--- src/rtl/riscv_wb_ctrl_if.sv ---
// Handshake and regfile-write bundle between the issue/execute stages and the
// writeback controller.
interface riscv_wb_ctrl_if #(
   parameter int XLEN = 32
);
   logic            alu_valid;
   logic            alu_ready;
   logic [4:0]      alu_rd;
   logic [XLEN-1:0] alu_data;
   logic            lsu_valid;
   logic            lsu_ready;
   logic [4:0]      lsu_rd;
   logic [XLEN-1:0] lsu_data;
   logic            iss_valid;
   logic [4:0]      iss_rd;
   logic [4:0]      chk_rs1;
   logic [4:0]      chk_rs2;
   logic [4:0]      chk_rd;
   logic            chk_busy;
   logic            rf_we;
   logic [4:0]      rf_a3;
   logic [XLEN-1:0] rf_wd3;

   modport master (
      output alu_valid, alu_rd, alu_data,
      output lsu_valid, lsu_rd, lsu_data,
      output iss_valid, iss_rd, chk_rs1, chk_rs2, chk_rd,
      input  alu_ready, lsu_ready, chk_busy, rf_we, rf_a3, rf_wd3
   );

   modport slave (
      input  alu_valid, alu_rd, alu_data,
      input  lsu_valid, lsu_rd, lsu_data,
      input  iss_valid, iss_rd, chk_rs1, chk_rs2, chk_rd,
      output alu_ready, lsu_ready, chk_busy, rf_we, rf_a3, rf_wd3
   );
endinterface

--- src/rtl/riscv_wb_ctrl.sv ---
// Writeback controller: buffers ALU results, arbitrates ALU/LSU onto the single
// regfile write port and tracks pending destinations for issue stalls.
module riscv_wb_ctrl #(
   parameter int XLEN       = 32,
   parameter int FIFO_DEPTH = 4
) (
   input  logic             clk,
   input  logic             rst_n,
   riscv_wb_ctrl_if.slave   bus
);
   localparam int PTR_W = $clog2(FIFO_DEPTH);

   typedef struct packed {
      logic [4:0]      rd;
      logic [XLEN-1:0] data;
   } wb_ent_t;

   wb_ent_t          r_mem [FIFO_DEPTH];
   logic [PTR_W:0]   r_wr_ptr;
   logic [PTR_W:0]   r_rd_ptr;
   logic             r_rf_we;
   logic [4:0]       r_rf_a3;
   logic [XLEN-1:0]  r_rf_wd3;
   logic [31:0]      r_busy;

   logic             w_full;
   logic             w_empty;
   logic             w_push;
   logic             w_pop;
   logic             w_lsu_sel;
   logic             w_sel;
   wb_ent_t          w_sel_ent;
   logic [31:0]      w_busy_nxt;

   // Extra pointer MSB distinguishes full from empty when the indices match.
   assign w_empty = (r_wr_ptr == r_rd_ptr);
   assign w_full  = (r_wr_ptr[PTR_W] != r_rd_ptr[PTR_W]) &&
                    (r_wr_ptr[PTR_W-1:0] == r_rd_ptr[PTR_W-1:0]);

   assign bus.alu_ready = rst_n && !w_full;
   assign bus.lsu_ready = rst_n && !w_full;

   assign w_push    = bus.alu_valid && bus.alu_ready;
   assign w_lsu_sel = bus.lsu_valid && bus.lsu_ready;
   assign w_pop     = !w_lsu_sel && !w_empty;
   assign w_sel     = w_lsu_sel || w_pop;

   always_comb begin
      w_sel_ent = r_mem[r_rd_ptr[PTR_W-1:0]];
      if (w_lsu_sel) begin
         w_sel_ent.rd   = bus.lsu_rd;
         w_sel_ent.data = bus.lsu_data;
      end
   end

   always_ff @(posedge clk) begin
      if (w_push) begin
         r_mem[r_wr_ptr[PTR_W-1:0]] <= '{rd: bus.alu_rd, data: bus.alu_data};
      end
   end

   always_ff @(posedge clk or negedge rst_n) begin
      if (!rst_n) begin
         r_wr_ptr <= '0;
         r_rd_ptr <= '0;
      end else begin
         if (w_push) r_wr_ptr <= r_wr_ptr + 1'b1;
         if (w_pop)  r_rd_ptr <= r_rd_ptr + 1'b1;
      end
   end

   // x0 results still consume their slot but never raise the write enable.
   always_ff @(posedge clk or negedge rst_n) begin
      if (!rst_n) begin
         r_rf_we  <= 1'b0;
         r_rf_a3  <= '0;
         r_rf_wd3 <= '0;
      end else if (w_sel) begin
         r_rf_we  <= (w_sel_ent.rd != 5'd0);
         r_rf_a3  <= w_sel_ent.rd;
         r_rf_wd3 <= w_sel_ent.data;
      end else begin
         r_rf_we  <= 1'b0;
      end
   end

   // Set is applied after clear so a same-edge reissue keeps the register pending.
   always_comb begin
      w_busy_nxt = r_busy;
      if (r_rf_we)       w_busy_nxt[r_rf_a3]    = 1'b0;
      if (bus.iss_valid) w_busy_nxt[bus.iss_rd] = 1'b1;
      w_busy_nxt[0] = 1'b0;
   end

   always_ff @(posedge clk or negedge rst_n) begin
      if (!rst_n) r_busy <= '0;
      else        r_busy <= w_busy_nxt;
   end

   assign bus.chk_busy = r_busy[bus.chk_rs1] | r_busy[bus.chk_rs2] | r_busy[bus.chk_rd];
   assign bus.rf_we    = r_rf_we;
   assign bus.rf_a3    = r_rf_a3;
   assign bus.rf_wd3   = r_rf_wd3;
endmodule

--- src/flat_wrapper.sv ---
// flat-port wrapper written by rule: the top's interface ports become plain ports
module riscv_wb_ctrl_flat 
#(
   parameter int XLEN       = 32,
   parameter int FIFO_DEPTH = 4
)
  (clk, rst_n, bus_alu_valid, bus_alu_rd, bus_alu_data, bus_lsu_valid, bus_lsu_rd, bus_lsu_data, bus_iss_valid, bus_iss_rd, bus_chk_rs1, bus_chk_rs2, bus_chk_rd, bus_alu_ready, bus_lsu_ready, bus_chk_busy, bus_rf_we, bus_rf_a3, bus_rf_wd3);
  riscv_wb_ctrl_if #(.XLEN(XLEN)) bus_i ();
  input  logic clk;
  input  logic rst_n;
  input wire logic [$bits(bus_i.alu_valid)-1:0] bus_alu_valid;
  input wire logic [$bits(bus_i.alu_rd)-1:0] bus_alu_rd;
  input wire logic [$bits(bus_i.alu_data)-1:0] bus_alu_data;
  input wire logic [$bits(bus_i.lsu_valid)-1:0] bus_lsu_valid;
  input wire logic [$bits(bus_i.lsu_rd)-1:0] bus_lsu_rd;
  input wire logic [$bits(bus_i.lsu_data)-1:0] bus_lsu_data;
  input wire logic [$bits(bus_i.iss_valid)-1:0] bus_iss_valid;
  input wire logic [$bits(bus_i.iss_rd)-1:0] bus_iss_rd;
  input wire logic [$bits(bus_i.chk_rs1)-1:0] bus_chk_rs1;
  input wire logic [$bits(bus_i.chk_rs2)-1:0] bus_chk_rs2;
  input wire logic [$bits(bus_i.chk_rd)-1:0] bus_chk_rd;
  output wire logic [$bits(bus_i.alu_ready)-1:0] bus_alu_ready;
  output wire logic [$bits(bus_i.lsu_ready)-1:0] bus_lsu_ready;
  output wire logic [$bits(bus_i.chk_busy)-1:0] bus_chk_busy;
  output wire logic [$bits(bus_i.rf_we)-1:0] bus_rf_we;
  output wire logic [$bits(bus_i.rf_a3)-1:0] bus_rf_a3;
  output wire logic [$bits(bus_i.rf_wd3)-1:0] bus_rf_wd3;
  assign bus_i.alu_valid = bus_alu_valid;
  assign bus_i.alu_rd = bus_alu_rd;
  assign bus_i.alu_data = bus_alu_data;
  assign bus_i.lsu_valid = bus_lsu_valid;
  assign bus_i.lsu_rd = bus_lsu_rd;
  assign bus_i.lsu_data = bus_lsu_data;
  assign bus_i.iss_valid = bus_iss_valid;
  assign bus_i.iss_rd = bus_iss_rd;
  assign bus_i.chk_rs1 = bus_chk_rs1;
  assign bus_i.chk_rs2 = bus_chk_rs2;
  assign bus_i.chk_rd = bus_chk_rd;
  assign bus_alu_ready = bus_i.alu_ready;
  assign bus_lsu_ready = bus_i.lsu_ready;
  assign bus_chk_busy = bus_i.chk_busy;
  assign bus_rf_we = bus_i.rf_we;
  assign bus_rf_a3 = bus_i.rf_a3;
  assign bus_rf_wd3 = bus_i.rf_wd3;
  riscv_wb_ctrl #(.XLEN(XLEN), .FIFO_DEPTH(FIFO_DEPTH)) u_core (.clk(clk), .rst_n(rst_n), .bus(bus_i));
endmodule
--- config.mk ---
export PLATFORM = sky130hd
export DESIGN_NAME = riscv_wb_ctrl_flat
export DESIGN_NICKNAME = d
export VERILOG_FILES = /design/src/rtl/riscv_wb_ctrl_if.sv /design/src/rtl/riscv_wb_ctrl.sv /design/src/flat_wrapper.sv
export SDC_FILE = /design/constraint.sdc
export NUM_CORES = 1
export LEC_CHECK = 0
export ABC_AREA = 1
export BUFFER_PORTS_ARGS = -buffer_cell sky130_fd_sc_hd__buf_2
export CORE_AREA = 5 5 140 155
export DETAILED_ROUTE_END_ITERATION = 12
export DIE_AREA = 0 0 145 160
export PLACE_DENSITY = 0.77
export SETUP_SLACK_MARGIN = 0.5
export SLEW_MARGIN = 20
export SYNTH_ARGS = -nofsm -noshare
export SYNTH_HDL_FRONTEND = slang
export SYNTH_SLANG_ARGS = --single-unit
--- constraint.sdc ---
create_clock -name clk -period 3.4 [get_ports clk]
set_clock_uncertainty 0.1 [all_clocks]
set_input_delay 0.17 -clock clk [delete_from_list [all_inputs] [get_ports clk]]
set_output_delay 0.17 -clock clk [all_outputs]
set_load 0.03 [all_outputs]
==> results of run 1 <==
[placed cells by master, fill, tap and decap left out, types with 5 or more instances in the layout]
cell / count
nand4_1: 5
dfrtp_1: 74
clkinv_2: 5
o211ai_1: 13
ha_1: 5
edfxtp_1: 148
a21oi_1: 35
o21ai_0: 160
nand3_1: 99
buf_2: 138
nor2_1: 75
clkbuf_16: 21
buf_4: 12
inv_1: 55
o22ai_1: 26
a32o_1: 6
dlygate4sd3_1: 77
nand2_1: 178
[cell type report]
cell class | instances | area [sq um]
well taps | 252 | 315.3
fillers | 1512 | 7722
clock buffers | 25 | 540.5
multi-input cells | 617 | 3012
clock inverters | 12 | 115.1
flip-flops and latches | 223 | 6322
inverters | 58 | 217.7
repair buffers | 227 | 1551
[per-stage QoR]
step	cell area, sq um	instances	hold slack, ps	utilization
6_report	12070	1414	36.90	0.6099
3_5_place_dp	10650	1300	-56.71	0.5379
2_1_floorplan	9756	945	-225.6	-
5_1_grt	12070	1414	72.24	0.6099
3_3_place_gp	10650	1300	-57.49	0.5379
4_1_cts	12070	1414	29.93	0.6099
[state kept, by name, summed over array words and instances, names as in the netlist]
register	count
u_core.bus.rf_a3	5
u_core.bus.rf_wd3	32
u_core.bus.rf_we	1
u_core.r_busy	31
u_core.r_mem	148
u_core.r_rd_ptr	3
u_core.r_wr_ptr	3
[layer usage]
layer / global-route usage / vias up / part of all wire
met1: 0.2581 / 3755 / 0.38
met5: 0 / - / 0
met4: 0.06807 / 0 / 0.024
met2: 0.3815 / 386 / 0.52
met3: 0.03203 / 53 / 0.078
li1: - / 3724 / -
[worst max-delay path: stages]
cell and delay [ps]:
dlygate4sd3_1 520, dlygate4sd3_1 550, buf_4 220, nand2_1 70
inv_1 90, nand2_2 170, nor2_4 120, buf_4 480
[cell families (layout without fill, tap and decap cells)]
logic type	count (synthesis)	after routing	share of synthesized area
AOI/OAI and AO/OA	241	241	0.1338
xor gates and xnor gates	5	5	0.006414
adders and majority gates	5	5	0.006414
buffers and inverters	105	322	0.04618
DFF	223	223	0.6481
and+or+nand+nor	366	366	0.1591
[how the worst min path moves through the flow]
stage	start	end	slack [ps]
2_1_floorplan	rst_n	u_core.bus.rf_a3[0]	-230
6_report	bus_lsu_rd[1]	u_core.bus.rf_a3[1]	40
3_3_place_gp	rst_n	u_core.bus.rf_wd3[22]	-60
5_1_grt	bus_lsu_rd[2]	u_core.bus.rf_a3[2]	70
4_1_cts	bus_lsu_rd[1]	u_core.bus.rf_a3[1]	30
3_5_place_dp	rst_n	u_core.bus.rf_wd3[22]	-60
[report_power, final]
part,switching [mW],internal [mW]
Sequential,0.452,3.59
Combinational,2.56,1.15
Clock,0.962,1.29
[synth_stat cells, drive strengths merged]
master	count	area, sq um
nor2	79	296.5
ha	5	62.56
xor2	4	35.03
o22ai	26	162.7
a21oi	35	175.2
xnor2	1	27.53
nand3	101	530.5
nand4	5	31.28
nand2	180	685.7
clkbuf	22	82.58
o211ai	13	97.59
a32o	6	60.06
edfxtp	148	4444
buf	25	150.1
dfrtp	75	1877
inv	58	217.7
nand3b	1	7.510
o21ai	161	809.5
==> results.toml, run 1 <==
[status]
outcome = "completed"

[sta]
fin_crit_sh = 0.7080
setup_viol = 0
slew_headroom = 0.3919
rsz0062_at_grt = "no"
period_needed_ps = 2407
tightestPinTransition_ps = 912.1
finalHoldViolations = 0
worst_slack_ps = 992.6
timing.fmax_ghz = 0.4154
setup_tns_ps = 0
finalMaxSlewViolations = 0

[place]
dp_slack_ps = 1143
gp_congestion = 0.9555
portBuffers = 139
dp_hpwl_mm = 15.91

[floorplan]
start_util = 0.4927
fp.dieH_um = 160
die_width_um = 145
core_area_sq_mm = 0.01980
pin_count = 140
rows = 54
die_area_sq_mm = 0.02320

[logic_synthesis]
syn_inst = 945
syn-num-nets = 1049
ys_seq_area_frac = 0.6481
ys_ff_latch = 223
synth_warnings = 0
ys_types = 26
netlist_area_sq_mm = 0.009753
syn_avg_cell_area_sq_um = 10.32

[clock_tree]
clk_pin_slew_ps = 60
cts_tree = "done"
ctsHoldBuffers = 77
cts_resized = 0
numCtsBuffers = 21
root_buffer = "clkbuf_16"
cts.sinks = 223
clock_latency_ps = 490
ctsHtreeMaxLevel = 1
clk_path_buf_depth = 3
post_cts_buffers = 0

[drt]
wire_per_inst_um = 18.02
routed_wl_mm = 25.48
drtPass1Iterations = 5
drtIter0Drc = 752
post-route-drc-count = 0
num_vias = 7918
antenna_left = 0
vias_per_cell = 5.600

[hold_path]
whs_path_depth = 5
min_path_type = "in -> reg"

[power_and_ir_drop]
fin_total_pwr_mw = 10.00
p_per_area_mw_per_mm2 = 828.6
p_leak_nw = 4.880
ir_drop_uv = 648.9

[worst_setup_path]
end_kind = "flop"
r2r-start = "u_core.r_wr_ptr[0]"
worstPathRequired_ps = 3420
cp-startpoint = "rst_n"
rrSetupSlack_ps = 1170
cp.arrival_ps = 2430
cp-endpoint = "u_core.r_mem[3][10]"
cp_max_fo = 38
start_kind = "input pin"
critPathKind = "in -> reg"
reg2regPathDepth = 9
worstReg2RegEnd = "u_core.r_mem[3][10]"

[grt]
antenna_found_initial = 0
gr-total-overflow = 0
grt_first_pass_wirelength_mm = 40.38
grt_pass1_vias = 7988
grt_max_degree = 77
grt_usage = 0.2107

[job]
cap_violations = 0

[cells_and_area]
nets = 1252
syn2layout_area_growth_pct = 23.80
drive_above_1_share = 0.1670
antennaDiodeCount = 0
(Power assumes the default switching activity.)
==> inputs of run 2 (changes only) <==
clock period = 2.4 ns   (was 3.4 ns; I/O delays follow)
==> run 2 against run 1 <==
Against the previous run:
- setup slack lost 580 ps
- final cell count is 1.8% higher
- final area rose by 4.0%
- the run now ends with negative hold slack left
- utilization increased by 2.5 points
- largest power group is now combinational cells
- combinational power grew 56%
- sequential cell count unchanged
- sequential share of layout area fell by 2.0 points
- total power up 48%
- sequential power rose by 42%
- worst hold slack got worse by 43 ps
- register-to-register slack got worse by 600 ps
==> results.toml, run 2 (synthesized netlist as in run 1, its figures left out) <==
[status]
outcome = "finished with violations"
violations = "negative hold slack"

[sta]
rsz0062_at_grt = "yes"
period_needed_ps = 1984
whs_ps = -6.111
timing.fmax_ghz = 0.5039
fin_crit_sh = 0.8268
tightestPinTransition_ps = 714.5
setup_tns_ps = 0
finalMaxSlewViolations = 0
finalHoldViolations = 1
slew_headroom = 0.5237
setup_viol = 0

[worst_setup_path]
slowest_stage = "dfrtp_1"
cp_max_fo = 3
cp.arrival_ps = 1760
cp_top_family = "simple AND/OR/NAND/NOR gates"
worstPathRequired_ps = 2180
start_kind = "flop"
cp_cell_sequence = "inv_1 > a21oi_1 > o21ai_1 > nand3_1 > nand3_1 > nand3b_1 > nand2_1 > nand3_1 > buf_6"
path_buf_inv = 2
end_kind = "primary output"
cpMostUsedCell = "nand3_1"
critPathKind = "reg -> out"
slowest_delay_ps = 380

[floorplan]
start_util = 0.4927
die_width_um = 145
pin_count = 140
fp.dieH_um = 160
die_area_sq_mm = 0.02320
rows = 54
core_area_sq_mm = 0.01980

[clock_tree]
clk_pin_slew_ps = 70
root_buffer = "clkbuf_16"
cts.sinks = 223
ctsHtreeMaxLevel = 1
numCtsBuffers = 21
clk_path_buf_depth = 3
cts_tree = "done"
clock_latency_ps = 500

[hold_path]
min_path_type = "in -> async"

[cells_and_area]
seq_area_sq_mm = 0.006325
final_common_cell = "nand2_1"
drive_above_1_share = 0.1963
nets = 1277
syn2layout_area_growth_pct = 28.77
layout.cells.non_filler = 1439
antennaDiodeCount = 0
fin_util = 0.6344
design_area_sq_mm = 0.01256
final_cell_mix = "175 x nand2_1, 153 x o21ai_0, 148 x edfxtp_1"
nFillCells = 1448
multi_input_area_sq_mm = 0.003054
largest_reg_flops = 148

[grt]
antenna_found_initial = 0
grt_first_pass_wirelength_mm = 40.37
grt_pass1_vias = 7954
gr-total-overflow = 0
grt_usage = 0.2118
grt_max_degree = 75

[place]
gp_congestion = 0.9320
placed_cell_area_sq_mm = 0.01079
place_inst = 1307
portBuffers = 139
dp_hpwl_mm = 15.98

[job]
cap_violations = 0

[power_and_ir_drop]
p_per_area_mw_per_mm2 = 1176
p_leak_nw = 5.071
fin_total_pwr_mw = 14.77
ir_drop_uv = 751.0

[drt]
routed_wl_mm = 26.23
vias_per_cell = 5.628
wire_per_inst_um = 18.23
post-route-drc-count = 0
drtPass1Iterations = 5
num_vias = 8098
antenna_left = 0
drtIter0Drc = 683
[run 2: worst paths after layout]
kind                                  startpoint                    end  slack (ps)  cells after the start
max                            u_core.r_busy[10]           bus_chk_busy         420                      9
min                                        rst_n     u_core.r_rd_ptr[1]          -6                      2
max reg2reg                   u_core.r_wr_ptr[0]    u_core.r_mem[3][31]         570                     10
min reg2reg                u_core.bus.rf_wd3[22]  u_core.bus.rf_wd3[22]         380                      2
max in group asynchronous                  rst_n   u_core.bus.rf_wd3[3]        1140                      3
min in group clk                   bus_iss_valid      u_core.r_busy[28]          50                      3
[run 2: cell type report]
cell class	count	share of cell area
Sequential cell	223	0.5036
Multi-Input combinational cell	617	0.2432
Timing Repair Buffer	252	0.1560
Clock inverter	11	0.007870
Tap cell	252	0.02510
Clock buffer	26	0.04573
Inverter	58	0.01853
[run 2: per-layer routing]
| metal | vias to the layer above | wire [um] | global-route usage |
|---|---|---|---|
| met2 | 373 | 13450 | 0.3752 |
| met1 | 3880 | 10080 | 0.2615 |
| met3 | 64 | 1952 | 0.03373 |
| met5 | - | 0 | 0 |
| li1 | 3781 | - | - |
| met4 | 0 | 743 | 0.07834 |
[run 2: report_power, final]
part	internal, mW	total, mW	switching [mW]
clock	1.82	3.23	1.41
sequential	5.09	5.74	0.652
combinational	1.99	5.80	3.80
[run 2: what timing repair did]
| item | in CTS | in global routing |
|---|---|---|
| setup endpoints to repair | 88 | 66 |
| hold endpoints to repair | 238 | 0 |
| resized for setup | 15 | 30 |
| hold buffers | 81 | 0 |
| setup buffers | 3 | 7 |
| gates cloned | 0 | 4 |
| pin swaps | 5 | 24 |
[run 2: metrics by stage]
stage	worst slack [ps]	hold slack, ps
finish	415.6	-6.111
global route	325.4	31.42
CTS	426.5	0.4559
detailed placement	255.2	-25.96
global placement	319.8	-28.47
floorplan	269.5	-275.6
==> inputs of run 3 (changes only) <==
clock period = 2 ns   (was 2.4 ns; I/O delays follow)
==> run 3 against run 2 <==
Against the previous run:
- wire length increased by 43%
- first-iteration DRC count increased by 91%
- largest power group unchanged
- clock power increased by 37%
- global-route usage up 7.9 points
- critical path type is now reg -> reg
- setup slack worse by 490 ps
- largest cell class unchanged
- the run ends with negative setup slack left
- critical path depth grew 5
- sequential share of layout area is 7.3 points lower
- register-to-register slack got worse by 640 ps
==> results.toml, run 3 (synthesized netlist as in run 1, its figures left out) <==
[clock_tree]
cts.sinks = 223
clk_pin_slew_ps = 60
clock_latency_ps = 520
cts_tree = "done"
ctsHtreeMaxLevel = 1
clk_path_buf_depth = 3
numCtsBuffers = 22
root_buffer = "clkbuf_16"

[drt]
drtPass1Iterations = 6
vias_per_cell = 6.124
num_vias = 9314
antenna_left = 0
wire_per_inst_um = 24.65
routed_wl_mm = 37.49
drtIter0Drc = 1305
post-route-drc-count = 0

[grt]
grt_usage = 0.2912
grt_first_pass_wirelength_mm = 53.48
antenna_found_initial = 1
grt_max_degree = 75
gr-total-overflow = 0
grt_pass1_vias = 9428

[worst_setup_path]
r2r-start = "u_core.r_wr_ptr[2]"
critPathKind = "reg -> reg"
path_buf_inv = 7
rrSetupSlack_ps = -70
worstReg2RegEnd = "u_core.bus.rf_wd3[11]"
cp_max_fo = 5
slowest_delay_ps = 460
cpMostUsedCell = "buf_12"
cp_top_family = "buffers and inverters"
slowest_stage = "dfrtp_1"
cp_cell_sequence = "inv_2 > nand2_2 > nand2_2 > nand3_4 > buf_6 > buf_12 > nand3_4 > buf_12 > nand2_8 > inv_8 > buf_12 > buf_16 > nand2_4 > nand3_2"
reg2regPathDepth = 14
start_kind = "flop"
worstPathRequired_ps = 2290
cp.arrival_ps = 2360
cp-startpoint = "u_core.r_wr_ptr[2]"
end_kind = "flop"

[sta]
period_needed_ps = 2070
setup_tns_ps = -2929
setup_viol = 84
timing.fmax_ghz = 0.4831
finalMaxSlewViolations = 0
worst_slack_ps = -69.92
rsz0062_at_grt = "yes"
tightestPinTransition_ps = 726.9
fin_crit_sh = 1.035
slew_headroom = 0.5154
finalHoldViolations = 0

[cells_and_area]
final_cell_mix = "148 x edfxtp_1, 144 x o21ai_0, 135 x buf_2"
drive_above_1_share = 0.3494
fin_util = 0.7421
nFillCells = 1125
nets = 1356
final_common_cell = "edfxtp_1"
largest_reg_flops = 148
layout.cells.non_filler = 1521
syn2layout_area_growth_pct = 50.64
design_area_sq_mm = 0.01469

[place]
dp_hpwl_mm = 17.00
portBuffers = 139
placed_cell_area_sq_mm = 0.01089
gp_congestion = 0.9691
dp_slack_ps = 121.0
place_inst = 1316

[floorplan]
rows = 54
die_area_sq_mm = 0.02320
fp.dieH_um = 160
die_width_um = 145
core_area_sq_mm = 0.01980
start_util = 0.4927
pin_count = 140

[power_and_ir_drop]
p_leak_nw = 6.252
p_per_area_mw_per_mm2 = 1535
ir_drop_uv = 1221

[status]
outcome = "finished with violations"
violations = "negative setup slack"

[job]
cap_violations = 0

[hold_path]
whs_path_depth = 5
hold_end = "u_core.bus.rf_a3[0]"
worstHoldStart = "rst_n"
min_path_type = "in -> reg"
==> run 3: cell count changes in the layout (fill, tap and decap cells not counted), moves of 9 or more <==
cell	previous run	this run
buf_4	17	28
nand2_2	2	34
buf_16	0	20
nand3_1	98	67
nand2_1	175	93
nand3_2	1	32
buf_12	9	22
buf_6	4	27
o21ai_0	153	144
nand2_4	2	51
==> run 3: through the flow <==
step	hold WS (ps)	total power [mW]
3_5_place_dp	-156.6	13.40
2_1_floorplan	-295.6	11.33
5_1_grt	57.91	23.39
6_report	59.66	22.56
4_1_cts	12.02	20.43
3_3_place_gp	-160.0	13.17
==> run 3: layer usage <==
metal	part of all wire	track usage	vias to the layer above
li1	-	-	3963
met1	0.33	0.3385	4444
met2	0.51	0.5250	747
met3	0.089	0.04422	160
met4	0.064	0.1400	0
met5	0	0	-
==> run 3: cell type report <==
class / instances / area [sq um] / share of cell area
flip-flops and latches: 223 / 6329 / 0.4308
multi-input cells: 617 / 3737 / 0.2544
repair buffers: 330 / 3299 / 0.2246
clock buffers: 33 / 643.1 / 0.04377
well taps: 252 / 315.3 / 0.02146
inverters: 58 / 257.7 / 0.01754
clock inverters: 7 / 107.6 / 0.007324
diodes: 1 / 2.502 / 0.0001703
==> run 3: worst max-delay path by stage <==
stage	end	slack, ps	cells after the start
floorplan	u_core.r_mem[3][0]	-130	7
CTS	bus_chk_busy	40	9
global placement	u_core.r_mem[3][29]	150	7
detailed placement	u_core.r_mem[3][29]	120	7
finish	u_core.bus.rf_wd3[11]	-70	14
global route	u_core.bus.rf_wd3[11]	-100	14
==> run 3: worst min-delay path: stages <==
cell and delay, ps:
buf_4 170, nand4_1 120, nand2_2 90, buf_4 100, o21ai_1 50
==> run 3: where the power goes <==
part | leakage [nW] | internal [mW] | switching, mW
clock network | 0.367 | 2.61 | 1.82
logic | 3.66 | 4.47 | 6.50
registers | 2.22 | 6.11 | 1.05
==> run 3: what timing repair did <==
item                                    4_1_cts  5_1_grt
hold buffers                                 83        0
cloned                                       20        4
pin swaps                                    41       39
endpoints found under the setup margin      193      211
gates resized for setup                     197      106
endpoints found under the hold margin       290        0
setup buffers                                41       17
